[src/rtl/pwm_duty_ramp.sv]
// Duty-cycle ramp generator feeding an 8-bit PWM stage.
// Walks duty_cycle toward an accepted target, stepping only on PWM period boundaries.
module pwm_duty_ramp #(
    parameter logic [7:0] INIT_DUTY = 8'd128,
    parameter logic [7:0] STEP      = 8'd1,
    parameter logic [7:0] RATE_DIV  = 8'd1
) (
    input  logic       clock,
    input  logic       reset,
    input  logic [7:0] target_duty,
    input  logic       target_valid,
    output logic       target_ready,
    output logic [7:0] duty_cycle,
    output logic       period_tick,
    output logic       ramp_busy,
    output logic       ramp_done
);

    typedef enum logic [1:0] {
        IDLE,
        RAMP_UP,
        RAMP_DOWN
    } state_t;

    localparam logic [7:0] DIV_LAST = RATE_DIV - 8'd1;

    state_t     state_q, state_d;
    logic [7:0] duty_q, duty_d;
    logic [7:0] tgt_q, tgt_d;
    logic [7:0] cnt_q, cnt_d;
    logic [7:0] div_q, div_d;
    logic       busy_q, busy_d;
    logic       done_q, done_d;

    logic       boundary;
    logic       upd;
    logic       accept;
    logic       fin;
    logic [8:0] up_sum;
    logic [8:0] dn_lim;

    assign target_ready = (state_q == IDLE) && !reset;
    assign duty_cycle   = duty_q;
    assign period_tick  = (cnt_q == 8'hFF);
    assign ramp_busy    = busy_q;
    assign ramp_done    = done_q;

    assign boundary = (cnt_q == 8'hFF);
    assign upd      = boundary && (div_q == DIV_LAST);
    assign accept   = target_valid && target_ready;
    assign up_sum   = {1'b0, duty_q} + {1'b0, STEP};
    // duty - STEP <= target rewritten to avoid a signed subtract
    assign dn_lim   = {1'b0, tgt_q} + {1'b0, STEP};

    always_comb begin
        state_d = state_q;
        duty_d  = duty_q;
        tgt_d   = tgt_q;
        cnt_d   = cnt_q + 8'd1;
        div_d   = div_q;
        done_d  = 1'b0;
        fin     = 1'b0;

        if (boundary) begin
            div_d = (div_q == DIV_LAST) ? 8'd0 : div_q + 8'd1;
        end

        unique case (state_q)
            IDLE: begin
                if (accept) begin
                    tgt_d = target_duty;
                    div_d = 8'd0;
                    if (target_duty > duty_q) begin
                        state_d = RAMP_UP;
                    end else if (target_duty < duty_q) begin
                        state_d = RAMP_DOWN;
                    end else begin
                        done_d = 1'b1;
                    end
                end
            end
            RAMP_UP: begin
                if (upd) begin
                    if (up_sum >= {1'b0, tgt_q}) begin
                        duty_d  = tgt_q;
                        state_d = IDLE;
                        done_d  = 1'b1;
                        fin     = 1'b1;
                    end else begin
                        duty_d = up_sum[7:0];
                    end
                end
            end
            RAMP_DOWN: begin
                if (upd) begin
                    if ({1'b0, duty_q} <= dn_lim) begin
                        duty_d  = tgt_q;
                        state_d = IDLE;
                        done_d  = 1'b1;
                        fin     = 1'b1;
                    end else begin
                        duty_d = duty_q - STEP;
                    end
                end
            end
            default: begin
                state_d = IDLE;
            end
        endcase

        // busy stays up through the ramp_done cycle
        busy_d = (state_d != IDLE) || fin;
    end

    always_ff @(posedge clock or posedge reset) begin
        if (reset) begin
            state_q <= IDLE;
            duty_q  <= INIT_DUTY;
            tgt_q   <= 8'd0;
            cnt_q   <= 8'd0;
            div_q   <= 8'd0;
            busy_q  <= 1'b0;
            done_q  <= 1'b0;
        end else begin
            state_q <= state_d;
            duty_q  <= duty_d;
            tgt_q   <= tgt_d;
            cnt_q   <= cnt_d;
            div_q   <= div_d;
            busy_q  <= busy_d;
            done_q  <= done_d;
        end
    end

endmodule

[config.mk]
export PLATFORM = sky130hd
export DESIGN_NAME = pwm_duty_ramp
export DESIGN_NICKNAME = d
export VERILOG_FILES = /design/src/rtl/pwm_duty_ramp.sv
export SDC_FILE = /design/constraint.sdc
export NUM_CORES = 1
export LEC_CHECK = 0
export CAP_MARGIN = 20
export CORE_ASPECT_RATIO = 0.8
export CORE_MARGIN = 10
export CORE_UTILIZATION = 35
export CTS_CLUSTER_SIZE = 12
export DETAILED_ROUTE_END_ITERATION = 10
export PLACE_DENSITY = 0.54
export SKIP_CTS_REPAIR_TIMING = 1
export SYNTH_ARGS = -nofsm -noshare
export SYNTH_HDL_FRONTEND = slang
export SYNTH_SLANG_ARGS = --single-unit
[constraint.sdc]
create_clock -name clock -period 5.1 [get_ports clock]
set_input_delay 1.02 -clock clock [delete_from_list [all_inputs] [get_ports clock]]
set_output_delay 1.02 -clock clock [all_outputs]
set_load 0.01 [all_outputs]
==> summary.txt, run 1 <==
Floorplanning
  • # IOs: 23
  • Initial Util: 36.37%
  • CORE AREA: 0.007497 mm2
  • Die W: 118.7 um
  • Die Y: 98.94 um
  • Die Area: 0.01174 mm2
  • Cell Rows: 28

Synthesis
  • Synth Area in Compound Gates: 15.65%
  • Adder-cell share of the synthesized area: 15.60%
  • Gate Count Post-Synth: 307
  • Synth Flop Type: dfrtp_1
  • Register area share after synthesis: 33.09%
  • Cell area after synthesis: 0.002726 mm2
  • Largest family of logic cells by synthesized area: simple AND/OR/NAND/NOR gates
  • Post-synth EDFFs: 0
  • Async set or reset register ratio after synthesis: 100.0%
  • Share of the synthesized area in the top cell type: 32.12%
  • Synth top area cells: dfrtp_1 (32%), ha_1 (16%), xnor2_1 (5.8%), o21ai_0 (4.2%), inv_1 (3.7%)
  • Post-Synth XOR/XNOR Area: 8.031%
  • Synth Warn #: 0
  • Mux cell area share after synthesis: 0.3671%
  • Number of synthesized register bits: 36
  • Synth Net Count: 352
  • Mean post-synth cell area: 8.881 um2
  • Cell taking the most area after synthesis: dfrtp_1
  • Yosys cell types: 49
  • Simple-Gate Fraction of Synth Area: 21.94%
  • Post-synth top cells: dfrtp_1 (35), ha_1 (34), inv_1 (27), nor2_1 (25), o21ai_0 (23)
  • Most frequent cell after synthesis: dfrtp_1

Final layout
  • Synth-to-layout area growth: 14.96%
  • Nets: 374
  • N_diodes: 0
  • Final core occ: 41.81%
  • Layout cells sized above 1: 4.545%

Detailed routing
  • DR WL/cell: 15.66 um
  • DRT Pass-1 Iters: 4
  • Post-route ant nets: 0
  • Post-Route WL: 6.811 mm
  • Vias per cell: 5.241
  • Drt initial violations: 125
  • DR vias: 2280
  • DRC: 0

Timing
  • Final count of hold timing violations: 0
  • Tmin final: 3.458 ns
  • Tightest Pin Transition: 0.5949 ns
  • Unrepaired setup endpoints after global routing: false
  • Fmax: 0.2892 GHz
  • Final period util: 67.80%
  • Worst rel slew slack: 60.26%
  • TNS Setup: 0 ns
  • Max Slew Vio Count: 0
  • Setup violators final: 0
  • Worst setup margin: 1.642 ns
  • Skew final: 0.01491 ns

CTS
  • Worst-Skew Late Latency: 0.31 ns
  • CTS sink cnt: 36
  • CTS tree: built
  • Clock tree buffer depth: 2
  • CTS buffer count: 5
  • Clock transition at path regs: 0.09 ns
  • Htree depth: 2
  • Clk root buf: clkbuf_8

GRT
  • Global Route Usage Sum: 11.74%
  • First-pass GRT wire length: 11.33 mm
  • Initial antenna violation count: 0
  • Vias in the first global route: 2199
  • Largest net degree at the start of global routing: 37
  • GRT overflow: 0

Power
  • Switching power total: 0.4390 mW
  • Clock power share: 21.2%
  • Pint: 0.5997 mW
  • Net Sw Frac: 42.27%
  • Static leakage: 1.376 nW
  • Register share of total power: 36.7%
  • Power Total: 1.039 mW
  • Logic gate share of total power: 42.0%
  • Pwr dens: 331.4 mW/mm2
  • Worst vdd ir: 0.0001752 V

Setup path
  • Crit Path Max Fanout: 9
  • R2R Setup Slk: 1.64 ns
  • WP data required: 5.30 ns
  • Worst r2r path cells: 12
  • Crit path capture type: flip-flop
  • CP startpoint kind: flip-flop
  • FF-to-FF End: duty_cycle[0]
  • Reg2Reg Launch Point: tgt_q[2]
  • CP arrival: 3.66 ns
  • CP Class: reg2reg

Worst hold path
  • WHS Endpoint: cnt_q[7]
  • Min-Delay Path Class: reg2reg
  • Hold wc startpoint: cnt_q[7]
  • WHS Path Cells: 1

Placement
  • Placer Congestion: 0.8958
  • Port-buffer cells: 22
  • Hpwl dp: 5.278 mm
  • Placement Setup Slack: 1.678 ns

Run
  • Max Cap Viol: 0

Status
  • Status: completed
==> power by group through the flow <==
stage | Combinational (mW) | Clock (mW) | Sequential, mW
after floorplan | 0.309 | 0 | 0.368
after global placement | 0.431 | 0 | 0.387
after detailed placement | 0.432 | 0 | 0.385
after CTS | 0.436 | 0.224 | 0.380
after global routing | 0.494 | 0.237 | 0.387
final | 0.437 | 0.220 | 0.382
==> metrics by stage <==
step	hold slack [ns]	cell area, um2	cells
floorplan	0.4381	2726	307
CTS	0.4769	3134	435
global placement	0.4587	3042	427
global route	0.4851	3134	435
detailed placement	0.4615	3042	427
finish	0.4749	3134	435
==> cell type report <==
class / instances / area (um2)
Clock inverter: 3 / 23.77
Timing Repair Buffer: 23 / 227.7
Inverter: 27 / 101.3
Sequential cell: 36 / 902.1
Fill cell: 781 / 4363
Multi-Input combinational cell: 236 / 1679
Clock buffer: 5 / 68.82
Tap cell: 105 / 131.4
==> critical path, stage by stage (launching register included) <==
cell	delay (ns)
dfrtp_1	0.48
and3_1	0.21
and2_1	0.17
nand4_1	0.12
xnor2_1	0.28
ha_1	0.31
nand3_1	0.13
o221ai_1	0.13
o21bai_1	0.51
nor3b_4	0.15
nand2b_1	0.33
and3_1	0.26
a211o_1	0.26
==> cells in the final DEF, fill, tap and decap left out, types with 2 or more instances in the layout <==
cell / netlist / final
dfrtp_1: 35 / 35
ha_1: 34 / 34
inv_1: 27 / 27
nor2_1: 25 / 25
o21ai_0: 23 / 23
clkdlybuf4s50_1: 0 / 22
nand2_1: 21 / 21
xnor2_1: 18 / 18
nand3_1: 17 / 17
and3_1: 9 / 9
a21oi_1: 9 / 9
nand4_1: 7 / 7
xor2_1: 7 / 7
nor3_1: 6 / 6
and2_1: 5 / 5
clkbuf_8: 0 / 5
nor2b_1: 4 / 4
a221oi_1: 4 / 4
o2111ai_1: 4 / 4
and4_1: 3 / 3
nor4_1: 3 / 3
a31oi_1: 3 / 3
nand2b_1: 3 / 3
nor3b_1: 2 / 2
o221ai_1: 2 / 2
nand3b_1: 2 / 2
a211oi_1: 2 / 2
a211o_1: 2 / 2
o211ai_1: 2 / 2
o22ai_1: 2 / 2
a21o_1: 2 / 2
clkinvlp_4: 0 / 2
==> worst max-delay path by stage <==
stage	start	end	slack, ns	cells after the start
after detailed placement	tgt_q[2]	duty_cycle[0]	1.68	12
after global routing	tgt_q[2]	duty_cycle[0]	1.41	12
final	tgt_q[2]	duty_cycle[0]	1.64	12
after global placement	tgt_q[2]	duty_cycle[0]	1.63	12
after CTS	tgt_q[2]	duty_cycle[0]	1.65	12
after floorplan	duty_cycle[0]	duty_cycle[0]	2.24	13
==> layer usage <==
metal  GRT usage, %  routed length [um]  up-vias  part of all wire [%]
met5              0                   0        -                     0
met4          4.217                  70        0                   1.0
met3          2.281                 323        6                   4.7
met2          15.58                2651       49                    39
met1          17.89                3766     1081                    55
li1               -                   -     1144                     -
==> logic make-up (layout without fill, tap and decap cells) <==
kind of cell	Yosys count	in the layout
and+or+nand+nor	112	112
AOI/OAI and AO/OA	64	64
DFF	36	36
buffers and inverters	35	58
adders and majority gates	34	34
xor gates and xnor gates	25	25
muxes	1	1
==> registers in the layout (all words and copies together), names as in the netlist <==
name        cells
cnt_q           8
div_q           8
duty_cycle      8
ramp_busy       1
ramp_done       1
state_q         2
tgt_q           8
(Power assumes the default switching activity.)
==> run 2, diff against run 1 <==
Clock period 5.1 ns to 3.3 ns, I/O delays scaled along.
==> run 2 against run 1 <==
Against the previous run:
- cell count grew 2.8%
- flip-flop and latch count is the same
- worst setup slack lost 1.4 ns
- critical path depth is the same
- design area grew 3.0%
- largest cell class unchanged
- hold slack lost 0.0029 ns
- routed wire length grew 1.1%
- largest power group unchanged
- clock power grew 48%
==> summary.txt, run 2 (synthesized netlist as in run 1, its figures left out) <==
Run
  • Max Cap Viol: 0 (unchanged)

Floorplanning
  • Die Y: 98.94 um (unchanged)
  • Initial Util: 36.37% (unchanged)
  • Cell Rows: 28 (unchanged)
  • Die W: 118.7 um (unchanged)
  • CORE AREA: 0.007497 mm2 (unchanged)
  • Die Area: 0.01174 mm2 (unchanged)
  • # IOs: 23 (unchanged)

Timing
  • TNS Setup: 0 ns (unchanged)
  • Fmax: 0.3299 GHz (was 0.2892 GHz)
  • Unrepaired setup endpoints after global routing: false (unchanged)
  • Skew final: 0.01054 ns (was 0.01491 ns)
  • Final period util: 91.85% (was 67.80%)
  • Worst rel slew slack: 62.95% (was 60.26%)
  • Setup violators final: 0 (unchanged)
  • Max Slew Vio Count: 0 (unchanged)
  • Final count of hold timing violations: 0 (unchanged)
  • Tmin final: 3.031 ns (was 3.458 ns)
  • Tightest Pin Transition: 0.5557 ns (was 0.5949 ns)

GRT
  • Largest net degree at the start of global routing: 37 (unchanged)
  • First-pass GRT wire length: 11.43 mm (was 11.33 mm)
  • Vias in the first global route: 2263 (was 2199)
  • Global Route Usage Sum: 11.69% (was 11.74%)
  • GRT overflow: 0 (unchanged)
  • Initial antenna violation count: 0 (unchanged)

Setup path
  • CP startpoint kind: flip-flop (unchanged)
  • Cell breakdown of the critical path: and3_1, and2_1, nand4_1, xnor2_1, ha_1, nand3_1, o221ai_1, o21bai_2, nor3b_4, nand2b_1, o221ai_1, o21ai_0 (was and3_1, and2_1, nand4_1, xnor2_1, ha_1, nand3_1, o221ai_1, o21bai_1, nor3b_4, nand2b_1, and3_1, a211o_1)
  • Worst path top cell family by delay: simple AND/OR/NAND/NOR gates (unchanged)
  • Reg2Reg Launch Point: tgt_q[2] (unchanged)
  • Worst path depth: 12 (unchanged)
  • Crit path buffers/inverters: 0 (unchanged)
  • Worst r2r path cells: 12 (unchanged)
  • Crit Path Max Fanout: 9 (unchanged)
  • CP arrival: 3.25 ns (was 3.66 ns)
  • Worst setup endpoint: duty_cycle[1] (was duty_cycle[0])
  • Critical path origin: tgt_q[2] (unchanged)
  • CP Class: reg2reg (unchanged)
  • R2R Setup Slk: 0.27 ns (was 1.64 ns)
  • FF-to-FF End: duty_cycle[1] (was duty_cycle[0])
  • Crit path capture type: flip-flop (unchanged)
  • CP most frequent cell: o221ai_1 (was and3_1)
  • Crit-path slowest cell: dfrtp_1 (was o21bai_1)
  • WP data required: 3.51 ns (was 5.30 ns)
  • CP peak stage delay: 0.46 ns (was 0.51 ns)

Detailed routing
  • Drt initial violations: 189 (was 125)
  • DRT Pass-1 Iters: 5 (was 4)
  • DR vias: 2338 (was 2280)
  • Post-route ant nets: 0 (unchanged)
  • DRC: 0 (unchanged)
  • Post-Route WL: 6.889 mm (was 6.811 mm)
  • DR WL/cell: 15.41 um (was 15.66 um)
  • Vias per cell: 5.230 (was 5.241)

CTS
  • CTS buffer count: 5 (unchanged)
  • Clk root buf: clkbuf_8 (unchanged)
  • Worst-Skew Late Latency: 0.29 ns (was 0.31 ns)
  • CTS tree: built (unchanged)
  • Clock tree buffer depth: 2 (unchanged)
  • Htree depth: 2 (unchanged)
  • CTS sink cnt: 36 (unchanged)
  • Clock transition at path regs: 0.08 ns (was 0.09 ns)

Final layout
  • Layout cells sized above 1: 8.187% (was 4.545%)
  • Commonest cells after routing, fill and taps aside: dfrtp_1 (35), ha_1 (34), inv_1 (27), nor2_1 (25) (was dfrtp_1 (35), ha_1 (34), inv_1 (27), nor2_1 (25), o21ai_0 (23))
  • Design area: 0.003228 mm2 (was 0.003134 mm2)
  • N_diodes: 0 (unchanged)
  • Nets: 386 (was 374)
  • Synth-to-layout area growth: 18.40% (was 14.96%)
  • Commonest non-fill, non-tap cell in the layout: dfrtp_1 (unchanged)
  • Area taken by multi-input logic gates: 0.001683 mm2 (was 0.001679 mm2)
  • Seq. cell area: 902.1 um2 (unchanged)
  • Filler instances: 767 (was 781)

Power
  • Static leakage: 1.436 nW (was 1.376 nW)
  • Pwr dens: 489.2 mW/mm2 (was 331.4 mW/mm2)
  • Worst vdd ir: 0.0002971 V (was 0.0001752 V)

Worst hold path
  • Min-Delay Path Class: reg2reg (unchanged)

Placement
  • Hpwl dp: 5.420 mm (was 5.278 mm)
  • Area of placed instances: 0.003132 mm2 (was 0.003042 mm2)
  • Port-buffer cells: 22 (unchanged)
  • Placer Congestion: 0.8451 (was 0.8958)

Status
  • Status: completed (unchanged)
[run 2: report_power, final]
part	internal (mW)	switching, mW	total [mW]
sequential	0.507	0.0769	0.584
combinational	0.283	0.388	0.671
clock	0.150	0.175	0.325
[run 2: worst min path at each step]
stage,slack (ns),endpoint,cells past startpoint,start
after detailed placement,0.46,cnt_q[7],1,cnt_q[7]
after floorplan,0.44,cnt_q[5],1,cnt_q[5]
final,0.47,cnt_q[5],1,cnt_q[5]
after global routing,0.48,cnt_q[7],1,cnt_q[7]
after CTS,0.47,cnt_q[7],1,cnt_q[7]
after global placement,0.46,cnt_q[7],1,cnt_q[7]
[run 2: layer usage]
layer,share of wire (%),track usage (%)
met1,50,17.26
met2,40,16.23
met3,9.0,2.794
met4,0.64,3.374
met5,0,0
[run 2: metrics by stage]
stage               cells  hold slack [ns]  worst slack, ns  utilization (%)  total power, mW
finish                447           0.4720           0.2690            43.06            1.579
CTS                   447           0.4708           0.2190            43.01            1.592
global route          447           0.4770         0.008883            43.06            1.715
detailed placement    439           0.4561           0.2354            41.77            1.252
floorplan             307           0.4381           0.4355                -            1.046
global placement      439           0.4578           0.3193            41.77            1.247
[run 2: final cells by class]
class	instances	area share, %
repair buffers	35	9.845
multi-input cells	236	52.13
well taps	105	4.070
inverters	27	3.140
clock inverters	3	0.7364
flip-flops and latches	36	27.95
clock buffers	5	2.132
[run 2: worst register-to-register path, cell delays in order (launching register included)]
cell and delay (ns):
dfrtp_1 0.46, and3_1 0.21, and2_1 0.16, nand4_1 0.13, xnor2_1 0.15, ha_1 0.30, nand3_1 0.11, o221ai_1 0.23
o21bai_2 0.17, nor3b_4 0.36, nand2b_1 0.32, o221ai_1 0.20, o21ai_0 0.16
==> run 3, diff against run 2 <==
Settings changed: SLEW_MARGIN set to 20.
==> results of run 3 <==
Final layout, timing and power as in run 2 (identical DEF).
